## config.mk

```make
export PLATFORM = sky130hd
export DESIGN_NAME = jk_seq_ctrl
export DESIGN_NICKNAME = d
export VERILOG_FILES = /design/src/rtl/jk_seq_ctrl_pkg.sv /design/src/rtl/jk_seq_ctrl_jk_cell.sv /design/src/rtl/jk_seq_ctrl.sv
export SDC_FILE = /design/constraint.sdc
export NUM_CORES = 1
export LEC_CHECK = 0
export CAP_MARGIN = 20
export CORE_MARGIN = 2
export CORE_UTILIZATION = 25
export CTS_CLUSTER_SIZE = 12
export DETAILED_ROUTE_END_ITERATION = 7
export SLEW_MARGIN = 40
export SYNTH_ARGS = -nofsm -noshare
export SYNTH_HDL_FRONTEND = slang
export SYNTH_SLANG_ARGS = --single-unit
```

## constraint.sdc

```tcl
create_clock -name clk -period 4.6 [get_ports clk]
set_input_delay 0.46 -clock clk [delete_from_list [all_inputs] [get_ports clk]]
set_output_delay 0.46 -clock clk [all_outputs]
set_load 0.005 [all_outputs]
```

## src/rtl/jk_seq_ctrl_pkg.sv

```systemverilog
// Shared definitions for the JK sequencer: FSM encodings and {A,B} state codes.
package jk_seq_ctrl_pkg;

  typedef enum logic [1:0] {
    IDLE = 2'd0,
    RUN  = 2'd1,
    DONE = 2'd2
  } fsm_t;

  // {A,B} codes along the x=0 walk 00 -> 10 -> 11 -> 01 -> 00
  localparam logic [1:0] S00 = 2'b00;
  localparam logic [1:0] S10 = 2'b10;
  localparam logic [1:0] S11 = 2'b11;
  localparam logic [1:0] S01 = 2'b01;

endpackage

```

## src/rtl/jk_seq_ctrl_jk_cell.sv

```systemverilog
// Single JK flip-flop with synchronous reset, parallel load and step enable.
// Also exposes its combinational next value so the controller can look ahead.
module jk_cell (
  input  logic clk,
  input  logic rst,
  input  logic load,
  input  logic d,
  input  logic en,
  input  logic j,
  input  logic k,
  output logic q,
  output logic q_nx
);

  assign q_nx = (j & ~q) | (~k & q);

  // Flip-flop: reset, then load, then JK step when enabled
  always_ff @(posedge clk) begin
    if (rst)       q <= 1'b0;
    else if (load) q <= d;
    else if (en)   q <= q_nx;
  end

endmodule

```

## src/rtl/jk_seq_ctrl.sv

```systemverilog
// Sequencer for the two-bit JK state machine: loads a start state, feeds a
// captured x pattern one bit per clock, stops on length or target match.
module jk_seq_ctrl
  import jk_seq_ctrl_pkg::*;
#(
  parameter int MAX_LEN = 16,
  parameter int CW      = 5
) (
  input  logic               clk,
  input  logic               rst,
  input  logic               start,
  input  logic [1:0]         init_state,
  input  logic [MAX_LEN-1:0] pattern,
  input  logic [CW-1:0]      len,
  input  logic               match_en,
  input  logic [1:0]         target,
  input  logic               abort,
  output logic               x_out,
  output logic [1:0]         state,
  output logic [CW-1:0]      steps,
  output logic               busy,
  output logic               done,
  output logic               hit,
  output logic               aborted
);

  localparam logic [CW-1:0] MAX_LEN_C = CW'(MAX_LEN);

  fsm_t               fsm;
  logic [MAX_LEN-1:0] pat_r;
  logic [CW-1:0]      len_r;
  logic               men_r;
  logic [1:0]         tgt_r;

  logic               a_q, b_q, a_nx, b_nx;
  logic               x;
  logic               accept, step_en;
  logic [MAX_LEN-1:0] pat_sh;
  logic [CW-1:0]      steps_inc;
  logic [CW-1:0]      len_c;
  logic               cnt_end, match;

  function automatic logic [CW-1:0] clamp_len(input logic [CW-1:0] l);
    return (l > MAX_LEN_C) ? MAX_LEN_C : l;
  endfunction

  // x is only ever non-zero while running; busy is the registered RUN flag
  assign pat_sh  = pat_r >> steps;
  assign x       = busy & pat_sh[0];
  assign x_out   = x;

  assign accept  = (fsm == IDLE) & start;
  assign step_en = (fsm == RUN) & ~abort;
  assign len_c   = clamp_len(len);

  assign steps_inc = steps + 1'b1;
  assign cnt_end   = (steps_inc == len_r);
  assign match     = men_r & ({a_nx, b_nx} == tgt_r);

  assign state = {a_q, b_q};

  jk_cell u_cell_a (
    .clk  (clk),
    .rst  (rst),
    .load (accept),
    .d    (init_state[1]),
    .en   (step_en),
    .j    (~b_q & ~x),
    .k    (b_q & ~x),
    .q    (a_q),
    .q_nx (a_nx)
  );

  jk_cell u_cell_b (
    .clk  (clk),
    .rst  (rst),
    .load (accept),
    .d    (init_state[0]),
    .en   (step_en),
    .j    (a_q & ~x),
    .k    (~a_q & ~x),
    .q    (b_q),
    .q_nx (b_nx)
  );

  // Run control: capture on accepted start, count steps, stop/abort, status pulses
  always_ff @(posedge clk) begin
    if (rst) begin
      fsm     <= IDLE;
      pat_r   <= '0;
      len_r   <= '0;
      men_r   <= 1'b0;
      tgt_r   <= 2'b00;
      steps   <= '0;
      busy    <= 1'b0;
      done    <= 1'b0;
      hit     <= 1'b0;
      aborted <= 1'b0;
    end else begin
      case (fsm)
        IDLE: begin
          done    <= 1'b0;
          aborted <= 1'b0;
          if (start) begin
            pat_r <= pattern;
            len_r <= len_c;
            men_r <= match_en;
            tgt_r <= target;
            steps <= '0;
            hit   <= 1'b0;
            if (len_c != '0) begin
              fsm  <= RUN;
              busy <= 1'b1;
            end else begin
              fsm  <= DONE;
              done <= 1'b1;
            end
          end
        end
        RUN: begin
          // abort wins over the stop condition and performs no step
          if (abort) begin
            fsm     <= IDLE;
            busy    <= 1'b0;
            aborted <= 1'b1;
          end else begin
            steps <= steps_inc;
            if (cnt_end || match) begin
              fsm  <= DONE;
              busy <= 1'b0;
              done <= 1'b1;
              hit  <= match;
            end
          end
        end
        DONE: begin
          done <= 1'b0;
          fsm  <= IDLE;
        end
        default: begin
          fsm  <= IDLE;
          busy <= 1'b0;
          done <= 1'b0;
        end
      endcase
    end
  end

endmodule

```

== After elaboration in Yosys (flattened, before gate mapping) ==
Index checks and enable logic that the tools add are counted.

* Shift operators: 1
* Multiply operators: 0
* Order comparisons: 1
* Div/mod/pow operators: 0
* Reduce and logical (&&, ||, !) cells: 12
* Bitwise logic cells: 21
* Equality and inequality tests: 10
* Add/subtract/negate cells: 1
* Mux-type cells: 29

{| class="wikitable"
|+ Operators with widths
! operator !! count
|-
| 1-bit two-way mux || 16
|-
| 16-bit by 5-bit right shift with 1-bit output || 1
|-
| 5-bit two-way mux || 3
|-
| 1-bit AND || 12
|-
| 5-bit one-hot mux with 2 select lines || 1
|-
| 2-bit two-way mux || 4
|-
| 2-bit AND reduction || 4
|-
| 4-bit AND reduction || 2
|-
| 1-bit inverter || 7
|-
| 2-bit inequality test, second input constant || 3
|-
| 1-bit one-hot mux with 2 select lines || 3
|-
| 5-bit by 1-bit adder with 5-bit output, second input constant || 1
|-
| 5-bit == test || 1
|-
| 5-bit > comparator, second input constant || 1
|-
| 5-bit nonzero test || 1
|-
| 2-bit by 1-bit inequality test with 1-bit output, second input constant || 2
|-
| 2-bit one-hot mux with 2 select lines || 1
|-
| 2-bit nonzero test || 2
|-
| 3-bit by 2-bit inequality test with 1-bit output, second input constant || 1
|-
| 1-bit one-hot mux with 3 select lines || 1
|-
| 3-bit AND reduction || 1
|-
| 2-bit by 1-bit == test with 1-bit output, second input constant || 1
|-
| 2-bit == test || 1
|-
| 2-bit == test, second input constant || 1
|-
| other kinds (3) || 4
|}

* Output and inout port bits: 12
* Bits in writable memories: 0
* Word-level logic and storage cells: 87
* Memory bits (read-only): 0
* Register bits: 37
* Memories: 0
* Latch bits: 0

== Depth between registers and ports, before layout ==
Gate-level depths: netlist of the first run.

* Word-level depth: 13
* Mapped depth: 8
* Mapped depth without buffers: 7

== Hierarchy ==
From an unflattened synthesis of the first run, not the netlist that was laid out.

* Cell total of the unflattened synthesis: 214
* Area, all modules: 1811.7 um2

{| class="wikitable"
|+ By module, submodules not included
! module !! area an instance (um2) !! times used !! sequential area each (um2) !! cells each
|-
| jk_seq_ctrl || 1666.6 || 1 || 700.7 || 198
|-
| jk_cell || 72.6 || 2 || 20.0 || 8
|}

== Worst setup path before layout of the first run ==
No wires, ideal clock.

* Path type: register to register
* From: register steps[0]
* To: register busy
* Library setup time: 0.112 ns
* Arrival time: 2.333 ns
* Path buffers: 1
* Path slack: 2.154 ns
* Cell stages (with the launch flop): 9
* Path through: dfxtp_1 > buf_6 > mux4_2 > or2_0 > a32o_1 > a22oi_2 > nor2_2 > a211o_1 > a2111oi_1

* Cells in the longest elaborated chain, start to end: 12
* Elaborated cells on any way between the ends: 22
* Classes of those cells: 1 x add/sub; 3 x eq/ne; 1 x shift; 15 x bitwise; 2 x reduce/logical

{| class="wikitable"
|+ Ends and longest elaborated chain
! what !! line !! source
|-
| start: declaration || jk_seq_ctrl.sv:20 || <nowiki>output logic [CW-1:0] steps,</nowiki>
|-
| start signal: assignment || jk_seq_ctrl.sv:127 || <nowiki>steps <= steps_inc;</nowiki>
|-
| 16-bit by 5-bit right shift with 1-bit output || jk_seq_ctrl.sv:48 || <nowiki>assign pat_sh = pat_r >> steps;</nowiki>
|-
| 1-bit AND || jk_seq_ctrl.sv:49 || <nowiki>assign x = busy & pat_sh[0];</nowiki>
|-
| 1-bit inverter || - ||
|-
| 1-bit AND, on equally long branches || jk_seq_ctrl.sv:81, jk_seq_ctrl.sv:69 ||
|-
| 1-bit inverter || jk_seq_ctrl_jk_cell.sv:15 || <nowiki>assign q_nx = (j & ~q) | (~k & q);</nowiki>
|-
| 1-bit AND || jk_seq_ctrl_jk_cell.sv:15 ||
|-
| 1-bit bitwise OR || jk_seq_ctrl_jk_cell.sv:15 ||
|-
| 2-bit == test || jk_seq_ctrl.sv:58 || <nowiki>assign match = men_r & ({a_nx, b_nx} == tgt_r);</nowiki>
|-
| 1-bit AND || jk_seq_ctrl.sv:58 ||
|-
| 1-bit logical OR * || jk_seq_ctrl.sv:128 || <nowiki>if (cnt_end || match) begin</nowiki>
|-
| 3-bit by 2-bit inequality test with 1-bit output (no source line) * || - ||
|-
| 4-bit AND reduction (no source line) * || - ||
|-
| end signal: assignment || jk_seq_ctrl.sv:124 || <nowiki>busy <= 1'b0;</nowiki>
|-
| end signal: assignment || jk_seq_ctrl.sv:130 || <nowiki>busy <= 1'b0;</nowiki>
|-
| end signal: assignment || jk_seq_ctrl.sv:142 || <nowiki>busy <= 1'b0;</nowiki>
|-
| end: declaration || jk_seq_ctrl.sv:21 || <nowiki>output logic busy,</nowiki>
|}

Mark *: on every way between the ends. The rest lies on a longest branch, timed or not.
A chain may end at the register's enable or synchronous reset.

== Final worst setup path of the first run ==
* From: register steps[0]
* To: output x_out

* Cells in the longest elaborated chain, start to end: 2

{| class="wikitable"
|+ Ends and longest elaborated chain
! what !! line !! source
|-
| 16-bit by 5-bit right shift with 1-bit output || jk_seq_ctrl.sv:48 ||
|-
| 1-bit AND || jk_seq_ctrl.sv:49 ||
|-
| end: declaration || jk_seq_ctrl.sv:18 || <nowiki>output logic x_out,</nowiki>
|}

Every way passes these cells.

==> metrics.md, run 1 <==
| Metric | Value |
|---|---|
| Sw Share | about a quarter |
| Clk sink count | 37 |
| Psw | around 0.19 mW |
| Antenna diode count | 0 |
| DRT Pass-1 Iters | 4 |
| Post-synth top area share | about two fifths |
| Post-synth top flop | dfxtp_1 |
| Die Span X | 88.9 um |
| GR Util met1 | between 10% and 20% |
| Final setup vio count | 0 |
| Mapped Area | ~1800 um2 |
| Vias in the first global route | between 1,500 and 2,000 |
| Root Driver | clkbuf_8 |
| Power per cell area | ~330 nW/um2 |
| Grt met3 use | ~3% |
| Unique masters post-synth | 47 |
| RSZ-0062 raised after global routing | false |
| Crit-path slowest cell | dfxtp_1 |
| Min-Delay Path Class | reg -> reg |
| Max Buffers Root-to-Sink | 2 |
| Final worst path period share | between 60% and 70% |
| DR WL/cell | roughly 12 um |
| Max transition margin | 62.4% |
| Peak Freq | between 300 and 400 MHz |
| Biggest cell delay along the critical path | a little under 700 ps |
| Post-Route WL | between 4000 and 5000 um |
| Synth warn | 0 |
| Max-Cap Viols | 0 |
| Synth area leaders | dfxtp_1 (41%), nand2_1 (10%), a21oi_1 (8.6%), nor2_1 (3.8%), xnor2_1 (3.4%) |
| Avg Inst Size Synth | roughly 8.1 um2 |
| WP buf/inv | 1 |
| Kind of critical path | reg -> out |
| CTS buffer count | 5 |
| Setup TNS | 0 ps |
| # rows | 30 |
| GR Util met2 | 19.3% |
| FF-to-FF setup slack | 1730 ps |
| Status | complete, no violations |
| DRC | 0 |
| CTS clk-pin slew, worst paths | about 80 ps |
| Asr flop ratio synth | 0% |
| Post-synth EDFFs | 0 |
| Remaining antenna violation count | 0 |
| Area growth syn-to-layout | 34.1% |
| Gr usage total | around an eighth |
| Maximum fanout along the worst path | 13 |
| Setup Fix Bufs, Post-CTS | 0 |
| Worst reg2reg path depth | 7 |
| Grt ovf | 0 |
| Crit path DAT | 2740 ps |
| R2R Path Start | steps[0] |
| Fraction of layout cells with a size suffix above 1 | approximately 5.4% |
| Port Buffer Count | between 40 and 50 |
| Cells after Synth | around 220 |
| Worst hold margin | approximately 460 ps |
| CTS tree | built |
| Fin Clk Skew | around 6.7 ps |
| Clock period minus worst slack | roughly 3200 ps |
| HPWL after detailed placement | approximately 3200 um |
| Most common cell after layout, fill and taps aside | nand2_1 |
| Sequential share of power | 44.4% |
| FILL cells | 740 |
| Final hold vios | 0 |
| P_leak | between 0.8 and 0.9 nW |
| Critical Path Start Type | flip-flop |
| # H-tree levels | 2 |
| Gpl congestion | approximately 0.8 |
| Source of the critical timing path | steps[0] |
| I/O pin count | 42 |
| Setup crit end | x_out |
| Die area | a little under 8000 um2 |
| Overall die height | approximately 90 um |
| Worst-margin pin slew | 563 ps |
| Clk pwr share | between 40% and 50% |
| Synth area leader | dfxtp_1 |
| Crit path depth | 5 |
| Via density | roughly 4.7 |
| Most frequent cells in the layout | nand2_1 (49), clkdlybuf4s50_1 (41), dfxtp_1 (37) |
| Later-pin clock latency in the skew report | about 290 ps |
| Register area share after synthesis | 41.1% |
| Reg-to-Reg End | busy |
| Worst path top cell family by delay | flip-flops |
| GR peak layer | met2 |
| Pint | ~0.61 mW |
| Final nets | 289 |
| First-pass GRT wire length | 7420 um |
| Pin count of the biggest net entering global routing | between 40 and 50 |
| Worst vdd ir | approximately 0.10 mV |
| Storage cell area | 741 um2 |
| Vias | 1,656 |
| Hold buffers post-CTS | 0 |
| WP data required | 4140 ps |
| Gate power share | about 14% |
| CP endpoint kind | primary output |
| Area of the multi-input gates | 987 um2 |
| Starting density of the core | between 20% and 30% |
| DRT iter0 DRCs | 96 |
| Initial antenna violation count | 0 |
| Worst path cell trace | mux4_1 -> or2_1 -> a32oi_1 -> nor2_1 -> clkdlybuf4s50_1 |
| Post-synthesis register bit count | 37 |
| Core ar. | between 6000 and 7000 um2 |
| Syn Nets | roughly 250 |
| Final max-slew violation count | 0 |
| Post_cts resized | 0 |
## cells by family (layout without fill, tap and decap cells)
group                      after synthesis  in the layout  synth area share [%]
muxes                                    6              6                  4.93
xor gates and xnor gates                 8              8                  3.89
adders and majority gates                1              1                 0.695
buffers and inverters                   16             53                  4.17
DFF                                     37             37                  41.1
AOI/OAI and AO/OA                       57             57                  20.4
and+or+nand+nor                         97             97                  24.7
## worst min path at each step
| stage | start | end | slack [ps] | depth (start not counted) |
|---|---|---|---|---|
| finish | pat_r[11] | pat_r[11] | 460 | 2 |
| global route | pat_r[10] | pat_r[10] | 490 | 2 |
| global placement | pat_r[14] | pat_r[14] | 440 | 2 |
| detailed placement | pat_r[11] | pat_r[11] | 450 | 2 |
| floorplan | pat_r[9] | pat_r[9] | 430 | 2 |
| CTS | pat_r[11] | pat_r[11] | 460 | 2 |
## through the flow
stage / utilization, % / worst slack, ps / instance area (um2) / power (mW) / cells
after global placement: 33.2 / 1720 / 2280 / 0.469 / 347
after global routing: 35.2 / 1230 / 2410 / 0.834 / 355
after CTS: 35.1 / 1370 / 2410 / 0.804 / 355
after floorplan: - / 2150 / 1800 / 0.421 / 222
after detailed placement: 33.2 / 1700 / 2280 / 0.470 / 347
final: 35.2 / 1400 / 2410 / 0.795 / 355
## registers in the layout, summed over array words and instances (netlist names)
name,count
aborted,1
busy,1
done,1
fsm,2
hit,1
len_r,5
men_r,1
pat_r,16
steps,5
tgt_r,2
u_cell_a.q,1
u_cell_b.q,1
## power groups by stage
| stage | Sequential [mW] | Combinational (mW) | Clock [mW] |
|---|---|---|---|
| after floorplan | 0.353 | 0.0674 | 0 |
| after global placement | 0.360 | 0.109 | 0 |
| after detailed placement | 0.360 | 0.110 | 0 |
| after CTS | 0.353 | 0.111 | 0.341 |
| after global routing | 0.355 | 0.123 | 0.356 |
| final | 0.353 | 0.109 | 0.333 |
## synth_stat cells, drive strengths merged (2+ instances only)
master / number
nand2: 50
dfxtp: 37
a21oi: 31
nor2: 19
clkbuf: 10
xnor2: 7
nand3b: 5
a22oi: 4
and2: 4
buf: 4
mux2i: 4
nand2b: 4
nor2b: 3
o21ai: 3
a2111oi: 2
a21o: 2
a222oi: 2
a32oi: 2
and3: 2
inv: 2
mux4: 2
nor3: 2
o31ai: 2
or2: 2
or3: 2
## cell type report
cell class	instances	share of cell area [%]
clock buffer	5	2.85
clock inverter	3	2.69
inverter	2	0.311
multi-input combinational	169	40.9
sequential	37	30.7
tap	96	4.97
timing repair buffer	43	17.6
## layer usage
layer / up-vias / wire (um)
met5: - / 0
met4: 0 / 84
met3: 7 / 223
met2: 44 / 1970
met1: 757 / 2150
li1: 848 / -
## tightest hold or removal path, cell delays in order (launching register included)
cell,delay (ps)
dfxtp_1,310
nand2_1,50
a21oi_1,50
(Power assumes the default switching activity.)
==> run 2: changes to the inputs <==
- clock period: 4.6 -> 2.65 ns (I/O delays scaled with it)
==> metrics.md, run 2 (synthesized netlist as in run 1, its figures left out) <==
| Metric | Value |
|---|---|
| Status | complete, no violations (unchanged) |
| Worst reg2reg path depth | 7 (unchanged) |
| Biggest regs | pat_r x16, len_r x5, steps x5 (unchanged) |
| Reg-to-Reg End | busy (unchanged) |
| Pin count of the biggest net entering global routing | 28 (was 41) |
| Psw | 0.335 mW (was 0.186 mW) |
| Crit path DAT | 2290 ps (was 2740 ps) |
| Vias in the first global route | 1,657 (was 1,609) |
| Final nets | 292 (was 289) |
| Port Buffer Count | 41 (unchanged) |
| Die Span X | 88.9 um (unchanged) |
| Fin Clk Skew | 4.43 ps (was 6.69 ps) |
| Worst vdd ir | 0.145 mV (was 0.105 mV) |
| Final hold vios | 0 (unchanged) |
| Die area | 7900 um2 (unchanged) |
| Final core utilization | 35.8% (was 35.2%) |
| Min-Delay Path Class | reg -> reg (unchanged) |
| Post-Route WL | 4620 um (was 4430 um) |
| Grt ovf | 0 (unchanged) |
| Setup TNS | 0 ps (unchanged) |
| Overall die height | 88.9 um (unchanged) |
| DRT iter0 DRCs | 88 (was 96) |
| Max-Cap Viols | 0 (unchanged) |
| Initial antenna violation count | 0 (unchanged) |
| Gate power share | 15.5% (was 13.8%) |
| Largest register FFs | 16 (unchanged) |
| WHS Path Cells | 2 (unchanged) |
| Later-pin clock latency in the skew report | 290 ps (about the same) |
| Setup Fix Bufs, Post-CTS | 0 (unchanged) |
| I/O pin count | 42 (unchanged) |
| Fraction of layout cells with a size suffix above 1 | 8.40% (was 5.41%) |
| Final max-slew violation count | 0 (unchanged) |
| Worst-margin pin slew | 631 ps (was 563 ps) |
| HPWL after detailed placement | 3410 um (was 3240 um) |
| Clk pwr share | 38.6% (was 41.9%) |
| Max Buffers Root-to-Sink | 2 (unchanged) |
| P_leak | 0.871 nW (was 0.859 nW) |
| DRT met1 WL | 2130 um (was 2150 um) |
| Hold path start | pat_r[12] (was pat_r[11]) |
| FF-to-FF setup slack | 150 ps (was 1730 ps) |
| DRT Pass-1 Iters | 4 (unchanged) |
| CTS tree | built (unchanged) |
| Power per cell area | 540 nW/um2 (was 329 nW/um2) |
| CTS clk-pin slew, worst paths | 80 ps (about the same) |
| DR WL/cell | 12.9 um (was 12.5 um) |
| Vias | 1,699 (was 1,656) |
| Worst Hold Endpoint | pat_r[12] (was pat_r[11]) |
| Most common cell after layout, fill and taps aside | nand2_1 (unchanged) |
| Crit-path slowest cell | mux4_1 (was dfxtp_1) |
| CTS buffer count | 5 (unchanged) |
| # rows | 30 (unchanged) |
| First-pass GRT wire length | 7490 um (was 7420 um) |
| WL met2 | 2160 um (was 1970 um) |
| FILL cells | 730 (was 740) |
| Met3 WL | 231 um (was 223 um) |
| Clk sink count | 37 (unchanged) |
| # H-tree levels | 2 (unchanged) |
| Remaining antenna violation count | 0 (unchanged) |
| DRC | 0 (unchanged) |
| Post_cts resized | 2 (was 0) |
| Final worst path period share | between 90% and 100% |
| Max transition margin | 57.8% (was 62.4%) |
| Gr usage total | 12.4% (was 12.2%) |
| Kind of critical path | reg -> out (unchanged) |
| Starting density of the core | 26.2% (unchanged) |
| Clock period minus worst slack | approximately 2600 ps |
| R2R Path Start | steps[0] (unchanged) |
| Maximum fanout along the worst path | 4 (was 13) |
| Critical Path Start Type | flip-flop (unchanged) |
| CP endpoint kind | primary output (unchanged) |
| WP data required | 2380 ps (was 4140 ps) |
| Root Driver | clkbuf_8 (unchanged) |
| Via density | 4.75 (was 4.66) |
| Sequential share of power | 45.9% (was 44.4%) |
| Most frequent cells in the layout | nand2_1 (50), clkdlybuf4s50_1 (41), dfxtp_1 (36) (was nand2_1 (49), clkdlybuf4s50_1 (41), dfxtp_1 (37)) |
| Hold buffers post-CTS | 0 (unchanged) |
| Sw Share | 25.2% (was 23.4%) |
| Max layer used | met4 (unchanged) |
| Pint | 0.996 mW (was 0.609 mW) |
| Peak Freq | 392 MHz |
| Top reg by flops | pat_r (unchanged) |
| Biggest cell delay along the critical path | 540 ps (was 680 ps) |
| Core ar. | 6870 um2 (unchanged) |
| Antenna diode count | 0 (unchanged) |
| RSZ-0062 raised after global routing | false (unchanged) |
| Final setup vio count | 0 (unchanged) |
| Gpl congestion | 0.823 (was 0.822) |
| Worst hold margin | 453 ps (was 455 ps) |
| Worst path cell trace | mux4_1 -> or2_1 -> a32oi_2 -> nor2_2 -> clkdlybuf4s50_1 (was mux4_1 -> or2_1 -> a32oi_1 -> nor2_1 -> clkdlybuf4s50_1) |
| Area growth syn-to-layout | 36.8% (was 34.1%) |
==> run 2: per-layer routing <==
metal  up-vias  global-route usage (%)
met2        46                    20.0
met1       790                    15.6
met3         7                    2.33
met4         0                    6.61
li1        856                       -
met5         -                       0
==> run 2: worst max path at each step <==
stage          cells after the start     start     to  slack, ps
2_1_floorplan                      8  steps[0]   busy        200
3_3_place_gp                       7  steps[0]   busy        210
3_5_place_dp                       7  steps[0]   busy         50
4_1_cts                            7  steps[0]   busy          9
5_1_grt                            5  steps[0]  x_out          9
6_report                           5  steps[0]  x_out        100
==> run 2: layout make-up <==
cell class / instances / area, um2 / area share (%)
multi-input cells: 169 / 1020 / 41.6
clock inverters: 2 / 37.5 / 1.52
clock buffers: 6 / 82.6 / 3.35
flip-flops and latches: 37 / 742 / 30.1
inverters: 2 / 7.51 / 0.305
well taps: 96 / 120 / 4.88
repair buffers: 46 / 448 / 18.2
==> run 2: critical path: cells and delay by family (launching register included) <==
| family | cells | cell delay, ps |
|---|---|---|
| multiplexers | 1 | 540 |
| AND/OR/NAND/NOR | 2 | 340 |
| AO/OA/AOI/OAI | 1 | 290 |
| flip-flops | 1 | 370 |
| buffers and inverters | 1 | 450 |
==> run 2: per-stage QoR <==
stage / setup WS [ps] / instances / power, mW / instance area [um2]
after global routing: 8.97 / 358 / 1.39 / 2460
after CTS: 8.98 / 358 / 1.34 / 2430
after global placement: 206 / 350 / 0.818 / 2300
after detailed placement: 47.3 / 350 / 0.821 / 2300
final: 95.9 / 358 / 1.33 / 2460
after floorplan: 204 / 222 / 0.730 / 1800
==> run 2: power groups by stage <==
stage          clock network, mW  registers, mW  logic [mW]
6_report                   0.514          0.610       0.206
5_1_grt                    0.546          0.615       0.230
4_1_cts                    0.525          0.609       0.201
3_5_place_dp                   0          0.622       0.199
3_3_place_gp                   0          0.622       0.196
2_1_floorplan                  0          0.613       0.117
